## config.mk

```make
export PLATFORM = sky130hd
export DESIGN_NAME = bsh_pipe
export DESIGN_NICKNAME = d
export VERILOG_FILES = /design/src/rtl/bsh_pkg.sv /design/src/rtl/bsh_stage.sv /design/src/rtl/bsh_pipe.sv
export SDC_FILE = /design/constraint.sdc
export NUM_CORES = 1
export LEC_CHECK = 0
export ABC_AREA = 1
export CORE_UTILIZATION = 45
export CTS_CLUSTER_SIZE = 20
export DETAILED_ROUTE_END_ITERATION = 6
export PLACE_DENSITY = 0.7
export SYNTH_ARGS = -nofsm -noshare
export SYNTH_HDL_FRONTEND = slang
export SYNTH_SLANG_ARGS = --single-unit
```

## constraint.sdc

```tcl
create_clock -name iClk -period 1.5 [get_ports iClk]
set_input_delay 0.225 -clock iClk [delete_from_list [all_inputs] [get_ports iClk]]
set_output_delay 0.225 -clock iClk [all_outputs]
set_load 0.02 [all_outputs]
```

## src/rtl/bsh_pkg.sv

```systemverilog
// Shared definitions for the pipelined barrel shifter: mode encodings and field widths.
package bsh_pkg;

    localparam int MODE_W = 3;

    typedef logic [MODE_W-1:0] mode_t;

    localparam mode_t MODE_ROL = 3'b000;
    localparam mode_t MODE_ROR = 3'b001;
    localparam mode_t MODE_SLL = 3'b010;
    localparam mode_t MODE_SRL = 3'b011;
    localparam mode_t MODE_SRA = 3'b100;

endpackage

```

## src/rtl/bsh_stage.sv

```systemverilog
// One combinational barrel-shifter stage moving data by SH positions when enabled.
// BSH_SRA_EN selects sign fill for MODE_SRA; otherwise MODE_SRA behaves as MODE_SRL.
module bsh_stage
    import bsh_pkg::*;
#(
    parameter int N  = 8,
    parameter int SH = 1
) (
    input  logic [N-1:0] a,
    input  logic         en,
    input  mode_t        mode,
    input  logic         sign,
    output logic [N-1:0] y
);

    // Rotation wraps modulo N, so a stage of 2^i >= N still rotates correctly.
    localparam int R = SH % N;

    logic [N-1:0] rol;
    logic [N-1:0] ror;

    assign rol = (a << R) | (a >> (N - R));
    assign ror = (a >> R) | (a << (N - R));

`ifdef BSH_SRA_EN
    logic [N-1:0] sra_fill;
    assign sra_fill = ~({N{1'b1}} >> SH) & {N{sign}};
`else
    logic unused_sign;
    assign unused_sign = sign;
`endif

    always_comb begin
        // NOTE: default assigned first so no path through this block can infer a latch.
        y = a;
        if (en) begin
            case (mode)
                MODE_ROL: y = rol;
                MODE_ROR: y = ror;
                MODE_SLL: y = a << SH;
`ifdef BSH_SRA_EN
                MODE_SRL: y = a >> SH;
                MODE_SRA: y = (a >> SH) | sra_fill;
`else
                MODE_SRL, MODE_SRA: y = a >> SH;
`endif
                default:  y = a;
            endcase
        end
    end

endmodule

```

## src/rtl/bsh_pipe.sv

```systemverilog
// Pipelined barrel shifter with valid/ready stream interface; one amount bit per stage, MSB first.
// BSH_SRA_EN enables the arithmetic right shift mode (sign captured per slot).
module bsh_pipe
    import bsh_pkg::*;
#(
    parameter int  N           = 8,
    parameter int  STG_PER_REG = 1,
    localparam int W           = $clog2(N)
) (
    input  logic              iClk,
    input  logic              iRst_n,
    input  logic              iValid,
    output logic              oReady,
    input  logic [N-1:0]      iA,
    input  logic [W-1:0]      iAmt,
    input  logic [MODE_W-1:0] iMode,
    output logic              oValid,
    input  logic              iReady,
    output logic [N-1:0]      oY,
    output logic              oBusy
);

    localparam int L = (W + STG_PER_REG - 1) / STG_PER_REG;

    logic [L-1:0] valid_q;
    logic [L-1:0] load;
    logic [L-1:0] in_valid;
    logic [N-1:0] data_q   [L];
    logic [W-1:0] amt_q    [L];
    mode_t        mode_q   [L];
    logic [N-1:0] slot_d   [L];
    logic [W-1:0] slot_amt [L];
    mode_t        slot_mode[L];
`ifdef BSH_SRA_EN
    logic         sign_q   [L];
    logic         slot_sign[L];
`endif

    // Stage j consumes amount bit W-1-j; stages of slot K read slot K-1 (or the inputs for K=0).
    for (genvar j = 0; j < W; j++) begin : g_stage
        localparam int K = j / STG_PER_REG;
        logic [N-1:0] a_in;
        logic [N-1:0] y_out;
        logic         en;
        mode_t        mode_in;
        logic         sign_in;

        if (K == 0) begin : g_src_in
            assign en      = iAmt[W-1-j];
            assign mode_in = iMode;
`ifdef BSH_SRA_EN
            assign sign_in = iA[N-1];
`else
            assign sign_in = 1'b0;
`endif
        end else begin : g_src_slot
            assign en      = amt_q[K-1][W-1-j];
            assign mode_in = mode_q[K-1];
`ifdef BSH_SRA_EN
            assign sign_in = sign_q[K-1];
`else
            assign sign_in = 1'b0;
`endif
        end

        if (j % STG_PER_REG != 0) begin : g_chain
            assign a_in = g_stage[j-1].y_out;
        end else if (K == 0) begin : g_head_in
            assign a_in = iA;
        end else begin : g_head_slot
            assign a_in = data_q[K-1];
        end

        bsh_stage #(
            .N  (N),
            .SH (1 << (W - 1 - j))
        ) u_stage (
            .a    (a_in),
            .en   (en),
            .mode (mode_in),
            .sign (sign_in),
            .y    (y_out)
        );
    end

    for (genvar k = 0; k < L; k++) begin : g_slot
        localparam int LAST = (((k + 1) * STG_PER_REG < W) ? (k + 1) * STG_PER_REG : W) - 1;

        assign slot_d[k] = g_stage[LAST].y_out;
        if (k == 0) begin : g_first
            assign in_valid[k]  = iValid;
            assign slot_amt[k]  = iAmt;
            assign slot_mode[k] = iMode;
`ifdef BSH_SRA_EN
            assign slot_sign[k] = iA[N-1];
`endif
        end else begin : g_next
            assign in_valid[k]  = valid_q[k-1];
            assign slot_amt[k]  = amt_q[k-1];
            assign slot_mode[k] = mode_q[k-1];
`ifdef BSH_SRA_EN
            assign slot_sign[k] = sign_q[k-1];
`endif
        end
    end

    // A slot loads when any slot from it to the output is empty or the output drains.
    always_comb begin
        load = '0;
        for (int k = 0; k < L; k++) begin
            load[k] = iReady;
            for (int m = k; m < L; m++) begin
                if (!valid_q[m]) load[k] = 1'b1;
            end
        end
    end

    always_ff @(posedge iClk or negedge iRst_n) begin
        if (!iRst_n) begin
            valid_q <= '0;
            // NOTE: slot payloads are reset too, so oY reads 0 after reset rather than stale data.
            for (int k = 0; k < L; k++) begin
                data_q[k] <= '0;
                amt_q[k]  <= '0;
                mode_q[k] <= MODE_ROL;
`ifdef BSH_SRA_EN
                sign_q[k] <= 1'b0;
`endif
            end
        end else begin
            for (int k = 0; k < L; k++) begin
                if (load[k]) begin
                    valid_q[k] <= in_valid[k];
                    if (in_valid[k]) begin
                        data_q[k] <= slot_d[k];
                        amt_q[k]  <= slot_amt[k];
                        mode_q[k] <= slot_mode[k];
`ifdef BSH_SRA_EN
                        sign_q[k] <= slot_sign[k];
`endif
                    end
                end
            end
        end
    end

    assign oReady = load[0];
    assign oValid = valid_q[L-1];
    assign oY     = data_q[L-1];
    assign oBusy  = |valid_q;

endmodule

```

* Word level (Yosys, flattened, before mapping)
Index checks and enable logic that the tools add are counted.
** Storage, ports and cells
- Register bits after elaboration :: 36
- Input port bits :: 18
- Logic and storage cells :: 50
** Operators by class
- Eq/ne operators :: 12
- Mux-type cells :: 12
- Bitwise logic cells :: 5
- Reduce and logical (&&, ||, !) cells :: 11
** Operators by type and width (count)
- 8-bit one-hot mux with 4 select lines :: 2
- 8-bit 2-to-1 mux :: 3
- 8-bit one-hot mux with 3 select lines :: 1
- 3-bit by 2-bit equality test with 1-bit output (second input constant) :: 6
- 3-bit by 1-bit equality test with 1-bit output (second input constant) :: 3
- 3-bit equality test (second input constant) :: 3
- 3-bit zero test :: 3
- 6-bit by 8-bit OR with 8-bit output :: 1
- 7-bit by 8-bit OR with 8-bit output :: 1
- 8-bit by 1-bit OR with 8-bit output :: 1
- 8-bit by 2-bit OR with 8-bit output :: 1
- 8-bit by 4-bit OR with 8-bit output :: 1
- 2-bit OR reduction :: 4
- 1-bit 2-to-1 mux :: 6
- 2-bit AND reduction :: 3
- 3-bit OR reduction :: 1

* Longest topological paths before layout
- Word-level depth :: 4
- Gate-level depth with buffers :: 8
- Mapped depth without buffers :: 7

* Cells and area by module
Synthesis repeated with hierarchy kept, for this count alone.
** Second synthesis, totals
- Cells, all modules :: 318
- Area, all modules :: 2164.6 µm²
** By module, submodules not included
- bsh_pipe :: instances 1, cells each 156, area each 1440.1 µm², sequential area each 900.9 µm²
- bsh_stage at g_stage[1].u_stage :: instances 1, cells each 61, area each 274.0 µm², sequential area each 0.0 µm²
- bsh_stage at g_stage[2].u_stage :: instances 1, cells each 58, area each 250.2 µm², sequential area each 0.0 µm²
- bsh_stage at g_stage[0].u_stage :: instances 1, cells each 43, area each 200.2 µm², sequential area each 0.0 µm²

* Worst setup path before layout
No wires, ideal clock.
- Path type :: reg2reg
- Start :: register valid_q[2]
- End :: register data_q, in the netlist g_stage[1].a_in[0]
- Setup time :: 0.118 ns
- Arrival time :: 1.278 ns
- Data required time :: 1.382 ns
- Path slack :: 0.104 ns
- Stages on the path, launching flop included :: 9
- Clock period less this slack :: 1.396 ns
- Cells stage by stage :: dfrtp_1 -> inv_1 -> nor2_2 -> nand3_2 -> nand2_2 -> inv_2 -> buf_2 -> nand3_1 -> nand2_1
** On the way
- Word-level cells in the longest chain between the ends :: 2
** Ends and longest elaborated chain
- start: declaration :: RTL line bsh_pipe.sv:25 : logic [L-1:0] valid_q;
- start signal: indexed assignment :: RTL line bsh_pipe.sv:133 : valid_q[k] <= in_valid[k];
- 1-bit 2-to-1 mux :: RTL line bsh_pipe.sv:113 : if (!valid_q[m]) load[k] = 1'b1;
- via oReady :: RTL line bsh_pipe.sv:13 : output logic oReady,
- 2-bit AND reduction (no source line)
- end signal: indexed assignment :: RTL line bsh_pipe.sv:135 : data_q[k] <= slot_d[k];
- end: declaration :: RTL line bsh_pipe.sv:28 : logic [N-1:0] data_q [L];
The timed path passes the listed nets, and every way through them passes these cells.
A chain may end at the register's enable or synchronous reset.

* Worst setup path after layout
- Start :: register data_q, in the netlist oY[3]
- End :: output port oY[3]
** RTL lines
- end: declaration :: RTL line bsh_pipe.sv:19 : output logic [N-1:0] oY,
No word-level cell between the ends.

==> metrics.md <==
| Metric | Value |
|---|---|
| Initial Utilization | a little under half |
| Routed wire length | ~4000 um |
| Pleak | 1.40 nW |
| Clk sink count | 36 |
| Chip Width | 69.2 um |
| CTS Buf Count | 5 |
| Biggest cell delay along the critical path | approximately 0.60 ns |
| CTS tree | built |
| Synthesized Nets | 312 |
| Antenna cell count | 0 |
| P_int | approximately 2.7 mW |
| Num ports | 29 |
| Data required, critical path | about 1.3 ns |
| Clk_skew | 0.00855 ns |
| Fmax | 0.682 GHz |
| Most frequent cells after synthesis | 119 x nand2_1, 36 x dfrtp_1, 35 x inv_1 |
| Clock share of power | 28.9% |
| Unrepaired setup endpoints after global routing | false |
| Vias | approximately 1900 |
| Number of vias per cell | ~4.8 |
| Area occupied by multi-input gates | about 950 sq um |
| DP HPWL | 2970 um |
| Top FF cell, synth | dfrtp_1 |
| FP Rows | 24 |
| DIE AREA | around 4800 sq um |
| Switch share | 34.6% |
| Core ar. | 4350 sq um |
| Worst-margin pin slew | between 0.3 and 0.4 ns |
| Fillcell total | 411 |
| Top cells by area, synth | dfrtp_1 44%, nand2_1 22%, nand3_1 7.2%, inv_1 6.5%, nor2_1 3.9% |
| Sequential-to-total area share from yosys stat | between 40 and 50% |
| Min cycle time layout | about 1.5 ns |
| FF+latch area | 901 sq um |
| Slew HR | 78.7% |
| YS warnings | 0 |
| CP Class | register to output port |
| First-pass GRT wire length | 7450 um |
| Setup violators final | 0 |
| EDFF count, synth | 0 |
| Cell Area, Synth | 2030 sq um |
| Crit path cell chain | clkdlybuf4s50_1 |
| Iter 0 DRT Violations | 75 |
| Pins Over Slew Limit | 0 |
| Syn Inst Count | slightly below 300 |
| Asr flop ratio synth | 100% |
| GRT overflow | 0 |
| Slowest stage cell, crit path | clkdlybuf4s50_1 |
| Final period utilization | about 100% |
| Tightest hold margin | ~0.3 ns |
| Setup crit end kind | output port |
| WP buf/inv | 1 |
| Maximum fanout along the worst path | 2 |
| CTS HTree Levels | 2 |
| Antenna viol nets, final | 0 |
| Max-Cap Viols | 0 |
| Final Hold Fails | 0 |
| Layout cells sized above 1 | between 10% and 20% |
| Delay-heaviest family, CP | buffers and inverters |
| Cell variety after synth | 20 |
| Status | finished, final reports clean |
| Clock Latency Late Sink | roughly 0.29 ns |
| Post-route DRC | 0 |
| Largest net degree at the start of global routing | 37 |
| Pre-antenna DRT Iters | 4 |
| Comb power frac | between 30% and 40% |
| Peak supply drop | 0.686 mV |
| Final Wtd Congestion | 0.945 |
| Root Driver | clkbuf_8 |
| Sequential Power Share | a little over a third |
| Pwr dens | 1570 nW/um^2 |
| Nets | 353 |
| Synth-to-Final Area Change | 29.3% |
| Initial antenna violation count | 0 |
| Final core utilization | between 60% and 70% |
| Min-Delay Path Class | input pin to asynchronous set/reset pin |
| Clk buf depth | 2 |
| Syn_area_per_cell | 6.90 sq um |
| Psw | 1.42 mW |
| Top-count cell post-synth | nand2_1 |
| Total GRT Usage | 18.8% |
| Setup crit start kind | register |
| Clock slew at reported path FFs | approximately 0.08 ns |
| #FFs+latches synth | 36 |
| Yosys top cell area share | 44.4% |
| Die H | 69.2 um |
| Post-synth top area cell | dfrtp_1 |
| Vias in the first global route | between 1500 and 2000 |
| Drt wl/cell | 10.3 um |
| PortBufs | 28 |
| Critical path arrival | 1.24 ns |
==> layout make-up <==
class / instances / share of cell area [%]
repair buffers: 41 / 15.7
clock inverters: 3 / 3.43
well taps: 52 / 2.48
flip-flops and latches: 36 / 34.3
inverters: 36 / 5.15
multi-input cells: 215 / 36.3
clock buffers: 5 / 2.62
==> cell usage in the layout (no fill, tap or decap) <==
cell               n
clkbuf_2           1
buf_4             11
nand3_2            1
nor2_2             5
o21ai_2            1
nor2_4             1
nand2_4            1
dfrtp_1           36
nand4_1            6
nor2_1            20
dlygate4sd2_1      1
clkdlybuf4s50_1   20
dlymetal6s2s_1     6
nand2_1          119
inv_2              2
nand2_2            3
o21ai_4            1
bufinv_16          3
clkbuf_8           5
inv_1             34
buf_12             2
nand3_1           29
o21ai_0           10
o21ai_1            3
a21oi_1           15
==> state kept, by name, indices dropped and copies added (netlist names) <==
signal,cells
g_stage.mode_in,6
valid_q,3
g_stage.a_in,16
amt_q,3
oY,8
==> per-layer routing <==
| layer | vias up | global-route usage [%] | share of wire [%] |
|---|---|---|---|
| met5 | - | 0 | 0 |
| met4 | 0 | 6.12 | 1.6 |
| met3 | 10 | 4.53 | 3.4 |
| met2 | 43 | 32.3 | 49 |
| met1 | 806 | 23.1 | 46 |
| li1 | 999 | - | - |
==> power groups by stage <==
stage | clock, mW | combinational [mW] | sequential, mW
finish | 1.19 | 1.43 | 1.49
global route | 1.24 | 1.64 | 1.53
CTS | 1.21 | 1.45 | 1.50
detailed placement | 0 | 1.44 | 1.51
global placement | 0 | 1.43 | 1.50
floorplan | 0 | 0.864 | 1.59
==> logic make-up (layout without fill, tap and decap cells) <==
group / count (synthesis) / after routing / share of synthesized area [%]
AO/OA/AOI/OAI: 30 / 30 / 8.14
buffers and inverters: 43 / 85 / 8.82
AND/OR/NAND/NOR: 185 / 185 / 38.7
flip-flops: 36 / 36 / 44.4
==> per-stage QoR <==
stage / power, mW / area (sq um) / worst slack (ns) / cells / TNS [ns]
CTS: 4.16 / 2610 / 0.0130 / 388 / 0
detailed placement: 2.95 / 2450 / -0.177 / 380 / -1.48
global placement: 2.93 / 2450 / -0.157 / 380 / -0.700
floorplan: 2.45 / 2030 / 0.104 / 294 / 0
finish: 4.11 / 2620 / 0.0346 / 388 / 0
global route: 4.42 / 2620 / 0.00333 / 388 / 0
==> what timing repair did <==
action | 4_1_cts | 5_1_grt
hold buffers | 0 | 0
setup buffers | 0 | 0
setup endpoints to repair | 2 | 14
resized for setup | 2 | 10
==> worst paths after layout <==
check	start	cells after the start	endpoint	slack [ns]
worst max register to register	g_stage[1].mode_in[0]$_DFFE_PN0P_	5	g_stage[2].a_in[7]$_DFFE_PN0P_	0.20
worst min register to register	oY[4]$_DFFE_PN0P_	2	oY[4]$_DFFE_PN0P_	0.48
min in group iClk	oY[4]$_DFFE_PN0P_	2	oY[4]$_DFFE_PN0P_	0.48
worst max-delay path	oY[3]$_DFFE_PN0P_	1	oY[3]	0.03
max in group asynchronous	iRst_n	2	g_stage[1].a_in[7]$_DFFE_PN0P_	1.01
worst min-delay path	iRst_n	2	oY[1]$_DFFE_PN0P_	0.30
Note: power is estimated with default switching activity, not from simulation.
